File: src/rtl/me_pkg.sv
// ============================================================================
// Module      : me_pkg
// Description : Shared motion-estimation defaults and the SAD-min FSM states.
// Revision    : 1.0
// ============================================================================
`default_nettype none

package me_pkg;

    localparam int c_SAD_W_DEF   = 16;
    localparam int c_COL_W_DEF   = 5;
    localparam int c_ROW_W_DEF   = 7;
    localparam int c_ZMV_COL_DEF = 16;
    localparam int c_ZMV_ROW_DEF = 64;

    typedef enum logic [1:0] {
        IDLE   = 2'd0,
        SEARCH = 2'd1,
        DRAIN  = 2'd2
    } state_e;

endpackage : me_pkg

`default_nettype wire

File: src/rtl/sad_min_select_cell.sv
// ============================================================================
// Module      : sad_min_cell
// Description : One partition's running-minimum register with first-load flag.
//               SAD_MIN_ZERO_MV_PRIORITY_EN lets the zero-MV candidate win ties.
// Revision    : 1.0
// ============================================================================
`default_nettype none

module sad_min_cell
    import me_pkg::*;
#(
    parameter int SAD_W   = c_SAD_W_DEF,
    parameter int COL_W   = c_COL_W_DEF,
    parameter int ROW_W   = c_ROW_W_DEF,
    parameter int ZMV_COL = c_ZMV_COL_DEF,
    parameter int ZMV_ROW = c_ZMV_ROW_DEF
) (
    input  logic             clk,
    input  logic             rst,
    input  logic             i_arm,
    input  logic             i_valid,
    input  logic [SAD_W-1:0] i_sad,
    input  logic [COL_W-1:0] i_col,
    input  logic [ROW_W-1:0] i_row,
    output logic [SAD_W-1:0] o_min_sad,
    output logic [COL_W-1:0] o_best_col,
    output logic [ROW_W-1:0] o_best_row
);

    logic [SAD_W-1:0] r_min_sad_q;
    logic [COL_W-1:0] r_best_col_q;
    logic [ROW_W-1:0] r_best_row_q;
    logic             r_first_q;

    logic             w_less;
    logic             w_tie_win;
    logic             w_load;

    assign w_less = (i_sad < r_min_sad_q);

`ifdef SAD_MIN_ZERO_MV_PRIORITY_EN
    localparam logic [COL_W-1:0] c_ZMV_COL = COL_W'(ZMV_COL);
    localparam logic [ROW_W-1:0] c_ZMV_ROW = ROW_W'(ZMV_ROW);
    assign w_tie_win = (i_col == c_ZMV_COL) && (i_row == c_ZMV_ROW) &&
                       (i_sad == r_min_sad_q);
`else
    assign w_tie_win = 1'b0;
`endif

    assign w_load = i_valid && (r_first_q || w_less || w_tie_win);

    // Arming takes priority: the caller already suppresses i_valid on restart.
    always_ff @(posedge clk) begin
        if (rst) begin
            r_min_sad_q  <= '0;
            r_best_col_q <= '0;
            r_best_row_q <= '0;
            r_first_q    <= 1'b0;
        end else if (i_arm) begin
            r_first_q    <= 1'b1;
        end else if (w_load) begin
            r_min_sad_q  <= i_sad;
            r_best_col_q <= i_col;
            r_best_row_q <= i_row;
            r_first_q    <= 1'b0;
        end
    end

    assign o_min_sad  = r_min_sad_q;
    assign o_best_col = r_best_col_q;
    assign o_best_row = r_best_row_q;

endmodule : sad_min_cell

`default_nettype wire

File: src/rtl/sad_min_select.sv
// ============================================================================
// Module      : sad_min_select
// Description : Per-partition minimum-SAD tracker over a search window; FSM,
//               candidate stage and output packing. Option macro:
//               SAD_MIN_ZERO_MV_PRIORITY_EN (zero-MV wins ties).
// Revision    : 1.0
// ============================================================================
`default_nettype none

module sad_min_select
    import me_pkg::*;
#(
    parameter int NUM_PART = 4,
    parameter int SAD_W    = c_SAD_W_DEF,
    parameter int COL_W    = c_COL_W_DEF,
    parameter int ROW_W    = c_ROW_W_DEF,
    parameter int ZMV_COL  = c_ZMV_COL_DEF,
    parameter int ZMV_ROW  = c_ZMV_ROW_DEF
) (
    input  logic                      clk,
    input  logic                      rst,
    input  logic                      search_start,
    input  logic                      sad_valid,
    input  logic                      sad_last,
    input  logic [NUM_PART*SAD_W-1:0] sad_in,
    input  logic [COL_W-1:0]          search_column_count,
    input  logic [ROW_W-1:0]          search_row_count,
    output logic [NUM_PART*SAD_W-1:0] min_sad,
    output logic [NUM_PART*COL_W-1:0] best_col,
    output logic [NUM_PART*ROW_W-1:0] best_row,
    output logic                      busy,
    output logic                      done
);

    state_e                    r_state_q, w_state_d;
    logic                      r_done_q,  w_done_d;

    logic                      r_s1_valid_q, w_s1_valid_d;
    logic [NUM_PART*SAD_W-1:0] r_s1_sad_q;
    logic [COL_W-1:0]          r_s1_col_q;
    logic [ROW_W-1:0]          r_s1_row_q;

    logic                      w_accept;
    logic                      w_cell_valid;

    // A candidate is taken while searching, or alongside the start pulse.
    assign w_accept     = sad_valid && (search_start || (r_state_q == SEARCH));
    assign w_s1_valid_d = w_accept;
    // Restart discards whatever candidate is still in flight.
    assign w_cell_valid = r_s1_valid_q && !search_start;

    always_comb begin
        w_state_d = r_state_q;
        w_done_d  = 1'b0;
        if (search_start) begin
            w_state_d = (sad_valid && sad_last) ? DRAIN : SEARCH;
        end else begin
            case (r_state_q)
                IDLE: begin
                    w_state_d = IDLE;
                end
                SEARCH: begin
                    if (sad_valid && sad_last) begin
                        w_state_d = DRAIN;
                    end
                end
                DRAIN: begin
                    w_state_d = IDLE;
                    w_done_d  = 1'b1;
                end
                default: begin
                    w_state_d = IDLE;
                end
            endcase
        end
    end

    always_ff @(posedge clk) begin
        if (rst) begin
            r_state_q    <= IDLE;
            r_done_q     <= 1'b0;
            r_s1_valid_q <= 1'b0;
            r_s1_sad_q   <= '0;
            r_s1_col_q   <= '0;
            r_s1_row_q   <= '0;
        end else begin
            r_state_q    <= w_state_d;
            r_done_q     <= w_done_d;
            r_s1_valid_q <= w_s1_valid_d;
            if (w_accept) begin
                r_s1_sad_q <= sad_in;
                r_s1_col_q <= search_column_count;
                r_s1_row_q <= search_row_count;
            end
        end
    end

    generate
        for (genvar p = 0; p < NUM_PART; p++) begin : g_cell
            sad_min_cell #(
                .SAD_W   (SAD_W),
                .COL_W   (COL_W),
                .ROW_W   (ROW_W),
                .ZMV_COL (ZMV_COL),
                .ZMV_ROW (ZMV_ROW)
            ) u_cell (
                .clk        (clk),
                .rst        (rst),
                .i_arm      (search_start),
                .i_valid    (w_cell_valid),
                .i_sad      (r_s1_sad_q[p*SAD_W +: SAD_W]),
                .i_col      (r_s1_col_q),
                .i_row      (r_s1_row_q),
                .o_min_sad  (min_sad[p*SAD_W +: SAD_W]),
                .o_best_col (best_col[p*COL_W +: COL_W]),
                .o_best_row (best_row[p*ROW_W +: ROW_W])
            );
        end
    endgenerate

    assign busy = (r_state_q != IDLE);
    assign done = r_done_q;

endmodule : sad_min_select

`default_nettype wire

File: config.mk
export PLATFORM = sky130hd
export DESIGN_NAME = sad_min_select
export DESIGN_NICKNAME = d
export VERILOG_FILES = /design/src/rtl/me_pkg.sv /design/src/rtl/sad_min_select_cell.sv /design/src/rtl/sad_min_select.sv
export SDC_FILE = /design/constraint.sdc
export NUM_CORES = 1
export LEC_CHECK = 0
export CORE_ASPECT_RATIO = 0.7
export CORE_UTILIZATION = 53
export CTS_BUF_LIST = sky130_fd_sc_hd__clkbuf_2
export DETAILED_ROUTE_END_ITERATION = 16
export PLACE_DENSITY = 0.82
export SLEW_MARGIN = 20
export SYNTH_ARGS = -nofsm -noshare
export SYNTH_HDL_FRONTEND = slang
export SYNTH_SLANG_ARGS = --single-unit
File: constraint.sdc
create_clock -name clk -period 2.6 [get_ports clk]
set_clock_uncertainty 0.15 [all_clocks]
set_input_delay 0.39 -clock clk [delete_from_list [all_inputs] [get_ports clk]]
set_output_delay 0.39 -clock clk [all_outputs]
set_load 0.05 [all_outputs]
# Yosys cells after proc, flatten, opt, wreduce, memory -nomap -nowiden
# Index checks and enable logic that the tools add are counted.
[word_totals] reg_bits=196 inputBits=81 output_inout_bits=114 wordCells=66
[classes] order_cmp=4 eq_ne=3 n_mux=13 bitwise_logic=1 n_reduce_logical=23
[ops] op="16-bit < comparator" n=4
[ops] op="2-bit nonzero test" n=5
[ops] op="1-bit two-way mux" n=9
[ops] op="2-bit two-way mux" n=4
[ops] op="2-bit AND reduction" n=4
[ops] op="1-bit logical AND" n=7
[ops] op="1-bit logical OR" n=5
[ops] op="3-bit by 2-bit inequality test with 1-bit output (second input constant)" n=1
[ops] op="2-bit by 1-bit equality test with 1-bit output (second input constant)" n=1
[ops] op="2-bit equality test (second input constant)" n=1
[ops] op="2-bit OR reduction" n=1
[ops] op="1-bit logical NOT" n=1
[ops] op="1-bit NOT" n=1

# Longest topological paths before layout
[depth] ltp_word=5 depth_mapped=10 mapped_depth_nobuf=8

# Hierarchy
# From an unflattened synthesis, not the netlist that was laid out.
[hier_totals] hier_cells=1266 area_unflattened_um2=11135.7
[modules_own_cells] mod="sad_min_cell at g_cell[0].u_cell ..." n_inst=3 cells_each=230 area_per_inst_um2=1890.6
[modules_own_cells] mod="sad_min_select" n_inst=1 cells_each=345 area_per_inst_um2=3527.1
[modules_own_cells] mod="sad_min_cell at g_cell[1].u_cell" n_inst=1 cells_each=231 area_per_inst_um2=1936.9

# Worst setup path after synthesis
# Ideal clock, no wire load.
[synth_path] path_kind="reg2reg" start="reg g_cell[2].u_cell.r_min_sad_q[9]" end="reg g_cell[2].u_cell.r_best_row_q[3]" t_arrival_ps=2180 required_time_ps=2329 path_slack_ps=149 stages_incl_launch_ff=11 synth_period_minus_slack_ps=2451 cell_sequence="dfxtp_1 > inv_1 > ha_1 > a21o_1 > nand3_1 > a21oi_1 > a2111oi_4 > a22oi_1 > buf_6 > buf_12 > mux2i_1"
[synth_via] elab_chain_cells=4
[synth_rtl] item="start: declaration" line_no="sad_min_select_cell.sv:30" source="logic [SAD_W-1:0] r_min_sad_q;"
[synth_rtl] item="start signal: assignment" line_no="sad_min_select_cell.sv:62" source="r_min_sad_q <= i_sad;"
[synth_rtl] item="16-bit < comparator" line_no="sad_min_select_cell.sv:39" source="assign w_less = (i_sad < r_min_sad_q);"
[synth_rtl] item="1-bit logical OR" line_no="sad_min_select_cell.sv:50" source="assign w_load = i_valid && (r_first_q || w_less || w_tie_win);"
[synth_rtl] item="1-bit logical AND" line_no="sad_min_select_cell.sv:50"
[synth_rtl] item="2-bit AND reduction (no source line)"
[synth_rtl] item="end signal: assignment" line_no="sad_min_select_cell.sv:64" source="r_best_row_q <= i_row;"
[synth_rtl] item="end: declaration" line_no="sad_min_select_cell.sv:32" source="logic [ROW_W-1:0] r_best_row_q;"
# Every way passes these cells.
# A chain may end at the register's enable or synchronous reset.

# Worst setup path in the final report
[layout_path] start="reg g_cell[3].u_cell.r_best_col_q[4]" end="out best_col[19]"
[layout_rtl] item="start: declaration" line_no="sad_min_select_cell.sv:31" source="logic [COL_W-1:0] r_best_col_q;"
[layout_rtl] item="start signal: assignment" line_no="sad_min_select_cell.sv:63" source="r_best_col_q <= i_col;"
[layout_rtl] item="end: declaration" line_no="sad_min_select.sv:29" source="output logic [NUM_PART*COL_W-1:0] best_col,"
# No word-level cell between the ends.

==> flow_summary.json <==
{
  "async_reset_ff_frac": 0,
  "max_freq_mhz": 397,
  "drt-pass1-iter-count": 4,
  "via_per_inst": 5.05,
  "die_x_um": 161,
  "final-hold-violation-count": 0,
  "cp.arrival_ns": 1.98,
  "yosysMostFrequentCell": "dfxtp_1",
  "hold_path_depth": 3,
  "crit_cells": 1,
  "cts_buffer_depth": 2,
  "vias": 7582,
  "antennaDiodeCount": 0,
  "worstPathCellList": "clkdlybuf4s50_1",
  "postSynthAreaPerCell_um2": 9.21,
  "yosys_register_bits": 196,
  "drc": 0,
  "hpwlAfterDp_um": 15400,
  "cts_tree": "built",
  "clockRootBuffer": "clkbuf_2",
  "grt_util_all_layers": 0.251,
  "io_buffers": 194,
  "hp-class": "primary input to flop",
  "outcome": "finished, final reports clean",
  "synthCells": 1016,
  "dpl_cell_area_um2": 11400,
  "clock-sinks": 196,
  "die_area_um2": 18200,
  "power.density_nw_per_um2": 444,
  "layout-drive-gt1-share": 0.0512,
  "final_util": 0.725,
  "crit_buf_inv": 1,
  "cts_buffers": 17,
  "fin_area_um2": 12500,
  "ir_worst_vdd_uv": 298,
  "finalNetCount": 1400,
  "synth_top_area_share": 0.419,
  "worst-path-max-fanout": 2,
  "die_y_um": 113,
  "setup_viol": 0,
  "overflow": 0,
  "core-area_um2": 17200,
  "fin_crit_sh": 0.968,
  "grt_pass1_wl_um": 36000,
  "setup_tns_ns": 0,
  "synthFlopType": "dfxtp_1",
  "postCtsSetupBuffers": 0,
  "first_global_vias": 7140,
  "grt_max_degree": 83,
  "antenna_found_initial": 1,
  "area_delta_synth_final_pct": 33.5,
  "min_period_ns": 2.52,
  "gp_congestion": 0.836,
  "ant_nets": 0,
  "routedWlPerCell_um": 15.4,
  "yosys.area.top_type": "dfxtp_1",
  "cellLeakagePower_nw": 6.69,
  "final.fill_count": 1268,
  "crit_type": "flop to output port",
  "drt-total-wl_um": 23100,
  "synth_nets": 1157,
  "rows": 40,
  "synth_area_leaders": "dfxtp_1 42%, mux2i_1 12%, nand2b_1 9.4%",
  "synthesis.area_um2": 9350,
  "worst-r2r-cell-count": 8,
  "yosysWarnings": 0,
  "crit_family": "buffers and inverters",
  "synth_edf_count": 0,
  "synthTopCellsByCount": "196 x dfxtp_1, 156 x nand2_1, 141 x nand2b_1",
  "layout_setup_ws_ns": 0.0826,
  "cpPeakStageDelay_ns": 0.85,
  "endpoint_kind": "output port",
  "tightest_slew_ns": 0.565,
  "preCtsSetupSlack_ns": 0.221,
  "ys_seq_area_frac": 0.419,
  "cp_slowest_cell": "clkdlybuf4s50_1",
  "drt-initial-drc-count": 466,
  "insertion_delay_ns": 0.77,
  "crit_path_start_kind": "flop",
  "initial_core_util": 0.543,
  "rsz0062_at_grt": "no",
  "synth.distinct_cells": 32,
  "drv_cap": 0,
  "cp.required_ns": 2.06,
  "boundaryPins": 195,
  "cts.reportedPaths.clkPinSlew_ns": 0.24,
  "slew_viol_final": 0,
  "htreeDepth": 4,
  "slew_headroom": 0.622
}
state kept, by name, summed over array words and instances (netlist names):
name,count
done,1
g_cell.u_cell.o_best_col,20
g_cell.u_cell.o_best_row,28
g_cell.u_cell.o_min_sad,64
g_cell.u_cell.r_first_q,4
r_s1_col_q,5
r_s1_row_q,7
r_s1_sad_q,64
r_s1_valid_q,1
r_state_q,2
cells in the final DEF (no fill, tap or decap), types with 5 or more instances in the layout:
master / n
nor3_1: 12
a21oi_1: 93
clkdlybuf4s50_1: 86
ha_1: 60
inv_1: 62
buf_4: 13
mux2i_1: 112
buf_12: 5
dlymetal6s2s_1: 76
a21o_1: 8
dlygate4sd2_1: 31
or2b_1: 49
nor2_1: 14
clkbuf_2: 19
nand4_1: 8
o21ai_0: 8
nand2b_1: 140
nand3_1: 8
dlygate4sd3_1: 71
a2111oi_2: 7
dfxtp_1: 196
nand2_1: 156
repair_timing:
item                                    4_1_cts  5_1_grt
endpoints found under the setup margin       31       76
hold endpoints to repair                     81        1
resized for setup                            31       76
hold buffers                                 70        1
tightest hold or removal path, cell delays in order:
cell	delay (ns)
clkdlybuf4s50_1	0.40
nand2_1	0.09
a21oi_1	0.06
routing by layer:
metal | GRT usage | wire (µm)
met4 | 0.0686 | 353
met5 | 0 | 13
met1 | 0.340 | 11200
met2 | 0.405 | 10600
met3 | 0.0524 | 1020
where the power goes:
part	internal [W]	total (W)	switching, W	leakage (nW)
logic	0.000468	0.000932	0.000464	4.97
registers	0.00310	0.00317	0.0000648	1.59
clock network	0.000427	0.00145	0.00102	0.128
through the flow:
| stage | std cells | hold WS (ns) | power [W] |
|---|---|---|---|
| after floorplan | 1016 | 0.263 | 0.00377 |
| after global placement | 1400 | 0.281 | 0.00404 |
| after detailed placement | 1400 | 0.292 | 0.00406 |
| after CTS | 1500 | 0.00305 | 0.00556 |
| after global routing | 1501 | -0.00595 | 0.00577 |
| final | 1501 | 0.0449 | 0.00555 |
final cells by class:
class / count / area (µm²) / share of cell area
multi-input cells: 699 / 4830 / 0.387
flip-flops and latches: 196 / 3920 / 0.314
repair buffers: 283 / 3000 / 0.240
well taps: 231 / 289 / 0.0231
inverters: 62 / 233 / 0.0186
clock inverters: 11 / 114 / 0.00912
clock buffers: 19 / 95.1 / 0.00761
worst paths after layout:
kind,slack [ns],from,end
min reg2reg,0.32,r_s1_col_q[2]$_SDFFE_PP0P_,r_s1_col_q[2]$_SDFFE_PP0P_
min,0.04,sad_in[52],r_s1_sad_q[52]$_SDFFE_PP0P_
max reg2reg,0.17,g_cell[2].u_cell.o_min_sad[15]$_SDFFE_PP0P_,g_cell[2].u_cell.o_min_sad[1]$_SDFFE_PP0P_
max,0.08,g_cell[3].u_cell.o_best_col[4]$_SDFFE_PP0P_,best_col[19]
logic make-up (layout without fill, tap and decap cells):
logic type | Yosys count | count (layout) | synth area share
AO/OA/AOI/OAI | 130 | 130 | 0.0861
flip-flops | 196 | 196 | 0.419
multiplexers | 112 | 112 | 0.120
adder cells (fa/ha/maj) | 60 | 60 | 0.0803
AND/OR/NAND/NOR | 397 | 397 | 0.227
buffers and inverters | 121 | 375 | 0.0671
Power figures use the tool's default switching activity.
